===== src/rtl/approx_wallace_mult_pipe.sv =====
// approx_wallace_mult_pipe
// Three-stage pipelined unsigned WIDTH x WIDTH multiplier. It can compute each
// beat exactly or approximately. In approximate mode, the APPROX_COLS
// least-significant product columns are OR-reduced and carry nothing. The
// columns above them are summed exactly.
//   S1: operand/mode register; partial products come from the S1 registers
//   S2: Wallace carry-save reduction to two rows (low-column ORs land here)
//   S3: final carry-propagate add, registered to out_p
// Optional build macro APPROX_ERR_STATS_EN adds err_sum/err_cnt. These are
// saturating error statistics taken over approximate output transfers.
module approx_wallace_mult_pipe #(
    parameter int WIDTH       = 8,
    parameter int APPROX_COLS = 8
) (
    input  logic               clk,
    input  logic               rst_n,
    input  logic               in_valid,
    output logic               in_ready,
    input  logic [WIDTH-1:0]   in_a,
    input  logic [WIDTH-1:0]   in_b,
    input  logic               in_approx,
    output logic               out_valid,
    input  logic               out_ready,
    output logic [2*WIDTH-1:0] out_p,
    output logic               out_approx
`ifdef APPROX_ERR_STATS_EN
    ,
    output logic [31:0]        err_sum,
    output logic [15:0]        err_cnt
`endif
);

    localparam int PW     = 2 * WIDTH;
    localparam int ROWS   = WIDTH + 1;             // WIDTH pp rows + OR row
    localparam int ARR    = 3 * ((ROWS + 2) / 3);  // padded to whole 3:2 groups
    localparam int LEVELS = 8;                     // enough for 18 rows -> 2

    // Handshake: a beat moves on an interface when valid && ready. A stage
    // loads when it is empty or its content leaves this cycle, so bubbles
    // collapse. in_ready is combinational from out_ready through this chain.
    logic s1_load, s2_load, s3_load;

    logic             s1_valid_q, s1_valid_d;
    logic [WIDTH-1:0] s1_a_q, s1_a_d, s1_b_q, s1_b_d;
    logic             s1_approx_q, s1_approx_d;

    logic             s2_valid_q, s2_valid_d;
    logic [PW-1:0]    s2_sum_q, s2_sum_d, s2_carry_q, s2_carry_d;
    logic             s2_approx_q, s2_approx_d;

    logic             s3_valid_q, s3_valid_d;
    logic [PW-1:0]    s3_p_q, s3_p_d;
    logic             s3_approx_q, s3_approx_d;

    logic [PW-1:0]    red_sum, red_carry;

    // Stage-advance chain from the output back to the input
    always_comb begin
        s3_load = !s3_valid_q || out_ready;
        s2_load = !s2_valid_q || s3_load;
        s1_load = !s1_valid_q || s2_load;
    end

    assign in_ready   = s1_load;
    assign out_valid  = s3_valid_q;
    assign out_p      = s3_p_q;
    assign out_approx = s3_approx_q;

    // Partial products from S1 and layered 3:2 reduction down to two rows
    always_comb begin : wallace_reduce
        logic [PW-1:0] rows [ARR];
        logic [PW-1:0] nxt  [ARR];
        logic [PW-1:0] lo;
        logic          pp;
        lo = '0;
        pp = 1'b0;
        for (int r = 0; r < ARR; r++) begin
            rows[r] = '0;
            nxt[r]  = '0;
        end
        for (int i = 0; i < WIDTH; i++) begin
            for (int j = 0; j < WIDTH; j++) begin
                pp = s1_a_q[i] & s1_b_q[j];
                if (s1_approx_q && ((i + j) < APPROX_COLS))
                    lo[i+j] = lo[i+j] | pp;
                else
                    rows[i][i+j] = pp;
            end
        end
        // The OR row holds one bit per low column, so it never creates a carry
        // there. The masked pp rows are zero in those columns.
        rows[WIDTH] = lo;
        for (int l = 0; l < LEVELS; l++) begin
            for (int r = 0; r < ARR; r++) nxt[r] = '0;
            for (int g = 0; g < ARR / 3; g++) begin
                nxt[2*g]   = rows[3*g] ^ rows[3*g+1] ^ rows[3*g+2];
                nxt[2*g+1] = ((rows[3*g] & rows[3*g+1]) |
                              (rows[3*g] & rows[3*g+2]) |
                              (rows[3*g+1] & rows[3*g+2])) << 1;
            end
            for (int r = 0; r < ARR; r++) rows[r] = nxt[r];
        end
        red_sum   = rows[0];
        red_carry = rows[1];
    end

    // Next-state for the three stage registers
    always_comb begin
        s1_valid_d  = s1_valid_q;
        s1_a_d      = s1_a_q;
        s1_b_d      = s1_b_q;
        s1_approx_d = s1_approx_q;
        s2_valid_d  = s2_valid_q;
        s2_sum_d    = s2_sum_q;
        s2_carry_d  = s2_carry_q;
        s2_approx_d = s2_approx_q;
        s3_valid_d  = s3_valid_q;
        s3_p_d      = s3_p_q;
        s3_approx_d = s3_approx_q;
        if (s1_load) begin
            s1_valid_d = in_valid;
            if (in_valid) begin
                s1_a_d      = in_a;
                s1_b_d      = in_b;
                s1_approx_d = in_approx;
            end
        end
        if (s2_load) begin
            s2_valid_d = s1_valid_q;
            if (s1_valid_q) begin
                s2_sum_d    = red_sum;
                s2_carry_d  = red_carry;
                s2_approx_d = s1_approx_q;
            end
        end
        if (s3_load) begin
            s3_valid_d = s2_valid_q;
            if (s2_valid_q) begin
                s3_p_d      = s2_sum_q + s2_carry_q;
                s3_approx_d = s2_approx_q;
            end
        end
    end

    // Pipeline registers; reset drops every in-flight beat at once
    always_ff @(posedge clk or negedge rst_n) begin
        if (!rst_n) begin
            s1_valid_q  <= 1'b0;
            s1_a_q      <= '0;
            s1_b_q      <= '0;
            s1_approx_q <= 1'b0;
            s2_valid_q  <= 1'b0;
            s2_sum_q    <= '0;
            s2_carry_q  <= '0;
            s2_approx_q <= 1'b0;
            s3_valid_q  <= 1'b0;
            s3_p_q      <= '0;
            s3_approx_q <= 1'b0;
        end else begin
            s1_valid_q  <= s1_valid_d;
            s1_a_q      <= s1_a_d;
            s1_b_q      <= s1_b_d;
            s1_approx_q <= s1_approx_d;
            s2_valid_q  <= s2_valid_d;
            s2_sum_q    <= s2_sum_d;
            s2_carry_q  <= s2_carry_d;
            s2_approx_q <= s2_approx_d;
            s3_valid_q  <= s3_valid_d;
            s3_p_q      <= s3_p_d;
            s3_approx_q <= s3_approx_d;
        end
    end

`ifdef APPROX_ERR_STATS_EN
    logic [WIDTH-1:0] s2_a_q, s2_a_d, s2_b_q, s2_b_d;
    logic [PW-1:0]    s3_exact_q, s3_exact_d;
    logic [31:0]      err_sum_q, err_sum_d;
    logic [15:0]      err_cnt_q, err_cnt_d;
    logic [PW-1:0]    err_diff;
    logic [32:0]      sum_ext;

    // Operands shadow the datapath so S3 holds the exact product beside out_p
    always_comb begin
        s2_a_d     = s2_a_q;
        s2_b_d     = s2_b_q;
        s3_exact_d = s3_exact_q;
        if (s2_load && s1_valid_q) begin
            s2_a_d = s1_a_q;
            s2_b_d = s1_b_q;
        end
        if (s3_load && s2_valid_q)
            s3_exact_d = PW'(s2_a_q) * PW'(s2_b_q);
    end

    // Saturating error accumulation on approximate output transfers
    always_comb begin
        err_diff  = s3_exact_q - s3_p_q;
        sum_ext   = {1'b0, err_sum_q} + 33'(err_diff);
        err_sum_d = err_sum_q;
        err_cnt_d = err_cnt_q;
        if (s3_valid_q && out_ready && s3_approx_q) begin
            err_sum_d = sum_ext[32] ? 32'hFFFF_FFFF : sum_ext[31:0];
            if ((err_diff != '0) && (err_cnt_q != 16'hFFFF))
                err_cnt_d = err_cnt_q + 16'd1;
        end
    end

    // Statistics registers
    always_ff @(posedge clk or negedge rst_n) begin
        if (!rst_n) begin
            s2_a_q     <= '0;
            s2_b_q     <= '0;
            s3_exact_q <= '0;
            err_sum_q  <= '0;
            err_cnt_q  <= '0;
        end else begin
            s2_a_q     <= s2_a_d;
            s2_b_q     <= s2_b_d;
            s3_exact_q <= s3_exact_d;
            err_sum_q  <= err_sum_d;
            err_cnt_q  <= err_cnt_d;
        end
    end

    assign err_sum = err_sum_q;
    assign err_cnt = err_cnt_q;
`endif

endmodule

===== config.mk =====
export PLATFORM = sky130hd
export DESIGN_NAME = approx_wallace_mult_pipe
export DESIGN_NICKNAME = d
export VERILOG_FILES = /design/src/rtl/approx_wallace_mult_pipe.sv
export SDC_FILE = /design/constraint.sdc
export NUM_CORES = 1
export LEC_CHECK = 0
export CORE_MARGIN = 4
export CORE_UTILIZATION = 40
export DETAILED_ROUTE_END_ITERATION = 10
export GPL_ROUTABILITY_DRIVEN = 0
export PLACE_DENSITY = 0.64
export SLEW_MARGIN = 10
export SYNTH_ARGS = -nofsm -noshare
export SYNTH_HDL_FRONTEND = slang
export SYNTH_SLANG_ARGS = --single-unit

===== constraint.sdc =====
create_clock -name clk -period 6.1 [get_ports clk]
set_input_delay 1.525 -clock clk [delete_from_list [all_inputs] [get_ports clk]]
set_output_delay 1.525 -clock clk [all_outputs]
set_load 0.01 [all_outputs]

==> run metrics <==
non-filler cells, final=708; drt wl/cell=14.9 µm; crit path DAT=4.85 ns; asr flop ratio synth=100%; Multi-input gate area=0.00344 mm²; overall global routing resource usage=15.3%; Final #Nets=671; Ys Warns=0; max_slew headroom=43.6%; CTS Buf Count=9; Root Buffer=clkbuf_16; Lkg Pwr=3.07 nW; Post-CTS Setup Bufs=0; Main synth FF type=dfrtp_1; WP data required=6.32 ns; Iter 0 DRT Violations=184; list of most frequent post-synthesis cells=ha_1 (79), inv_1 (66), dfrtp_1 (64), fa_1 (44), nand2_1 (43); fillers=1249; Crit. End Element=flip-flop; count leader, synth=ha_1; # diodes=0; FF+latch area=0.00160 mm²; design area=0.00624 mm²; grt ovf=0; number of remaining DRC errors=0; initial antenna violation count=0; Fin. Hold Viols=0; final wirelength=10600 µm; synthesized cell area=0.00539 mm²; ratio of cells with drive above 1 in the final layout=6.95%; H-tree depth=3; hold_buf cts=0; top post-synthesis cells by area=dfrtp_1 (30%), ha_1 (18%), fa_1 (16%), mux2_1 (7.5%), inv_1 (4.6%); largest net degree at the start of global routing=65; Net Switching=1.08 mW; IO Port Bufs=39; largest area contributor in the netlist=dfrtp_1; DIE AREA=0.0154 mm²; Min Hold Slack=0.479 ns; final setup violation count=0; clock sinks=64; average cell area after synthesis=10.8 µm²; routed vias/inst=5.09; worst slew pin tran=0.846 ns; Inst Count DP=692; Final Total Pwr=2.75 mW; Yosys cell types=43; Net Count, Synth=642; setup slack at placement=1.48 ns; Worst Setup Path Type=flip-flop to flip-flop; initial core utilization=40.7%; Clock power frac=20.7%; clk_lat worst skew=0.33 ns; cells after synthesis=498; Clock Path Buffers=2; Power Dens Cells=441 mW/mm²; Detailed Routing Iterations Pass 1=5; Final WS setup=1.47 ns; I/O pin cnt=40; Flop pwr share=24.9%; row count=42; peak supply drop=0.000213 V; Max FO, Critical Path=10; Post-CTS Resized=0; die width=124 µm; Seq/Total Area, Yosys=29.7%; clock skew=0.00910 ns; Core Box Area=0.0132 mm²; CTS clk-pin slew, worst paths=0.06 ns; first-pass GRT wire length=18700 µm; CTS tree=yes; Slew Viols, Final=0; Fin Setup TNS=0 ns; HPWL Detailed=8120 µm; number of flops mapped to enable cells by yosys=0; Die Span Y=124 µm; unrepaired setup endpoints after global routing=false; Max Cap Viol=0; nature of the critical path startpoint=flip-flop; area of placed instances=0.00591 mm²; Hold Path Class=flip-flop to flip-flop; Yosys top cell area share=29.7%; Area Overhead vs Synth=15.8%; period utilisation layout=75.9%; Routed Antenna Nets=0; status=finished clean; vias=3603; cell internal pwr=1.67 mW; vias in the first global route=3897; Tmin final=4.63 ns; combinational power share=54.4%; FMAX=216 MHz; register bit total from synthesis=64; Sw Share=39.2%; fin util=47.1%
routing by layer:
metal | vias up | GRT usage (%) | wire [µm]
li1 | 1708 | - | -
met1 | 1798 | 20.9 | 4800
met2 | 78 | 25.0 | 5270
met3 | 19 | 3.00 | 353
met4 | 0 | 3.97 | 155
met5 | - | 0 | 0
state kept, by name, summed over array words and instances (netlist names):
name and count:
s1_approx_q 1, s2_valid_q 1, s2_approx_q 1, s1_valid_q 1, out_approx 1, out_valid 1, s2_carry_q 10, s2_sum_q 16
s1_b_q 8, out_p 16, s1_a_q 8
final timing paths:
check | startpoint | to | slack (ns) | depth (start not counted)
setup / recovery | s1_b_q[0] | s2_sum_q[7] | 1.47 | 12
max in group asynchronous | rst_n | s1_a_q[4] | 4.17 | 2
min in group asynchronous | rst_n | s2_carry_q[15] | 1.37 | 2
hold reg to reg | out_p[8] | out_p[8] | 0.48 | 2
hold / removal | out_p[8] | out_p[8] | 0.48 | 2
setup reg to reg | s1_b_q[0] | s2_sum_q[7] | 1.47 | 12
layout make-up:
cell class,instances,area share (%)
clock buffers,9,3.61
clock inverters,7,1.66
inverters,66,3.97
multi-input cells,345,55.1
flip-flops and latches,64,25.7
well taps,176,3.53
repair buffers,41,6.42
layout by cell type (no fill, tap or decap), drive strengths merged, types with 3 or more instances in the layout:
master	count
nor2	4
inv	68
and2	38
mux2	49
a222oi	3
clkinv	3
a21oi	9
nand2b	6
xnor2	4
clkbuf	9
ha	79
o21ai	11
dfrtp	64
buf	3
xor2	4
a22oi	14
nand3	3
nor2b	8
clkdlybuf4s50	38
fa	44
nand2	45
logic make-up after synthesis:
family	Yosys count	synth area share (%)
AOI/OAI and AO/OA	49	6.15
xor gates and xnor gates	8	1.30
adders and majority gates	123	34.7
buffers and inverters	89	6.43
DFF	64	29.7
muxes	50	10.4
other	1	0.0696
and+or+nand+nor	114	11.2
critical path: stages (launching register included):
cell     delay (ns)
dfrtp_1        0.54
nor2b_1        0.41
nand2_1        0.15
fa_1           0.55
fa_1           0.45
fa_1           0.52
fa_1           0.50
inv_1          0.04
ha_1           0.27
ha_1           0.28
ha_1           0.28
ha_1           0.26
mux2_1         0.28
power groups by stage:
| stage | clock network (mW) | registers [mW] | logic, mW |
|---|---|---|---|
| global route | 0.603 | 0.706 | 1.79 |
| CTS | 0.583 | 0.686 | 1.55 |
| floorplan | 0 | 0.657 | 1.07 |
| finish | 0.570 | 0.684 | 1.50 |
| detailed placement | 0 | 0.690 | 1.52 |
| global placement | 0 | 0.683 | 1.47 |
Power figures use the tool's default switching activity.
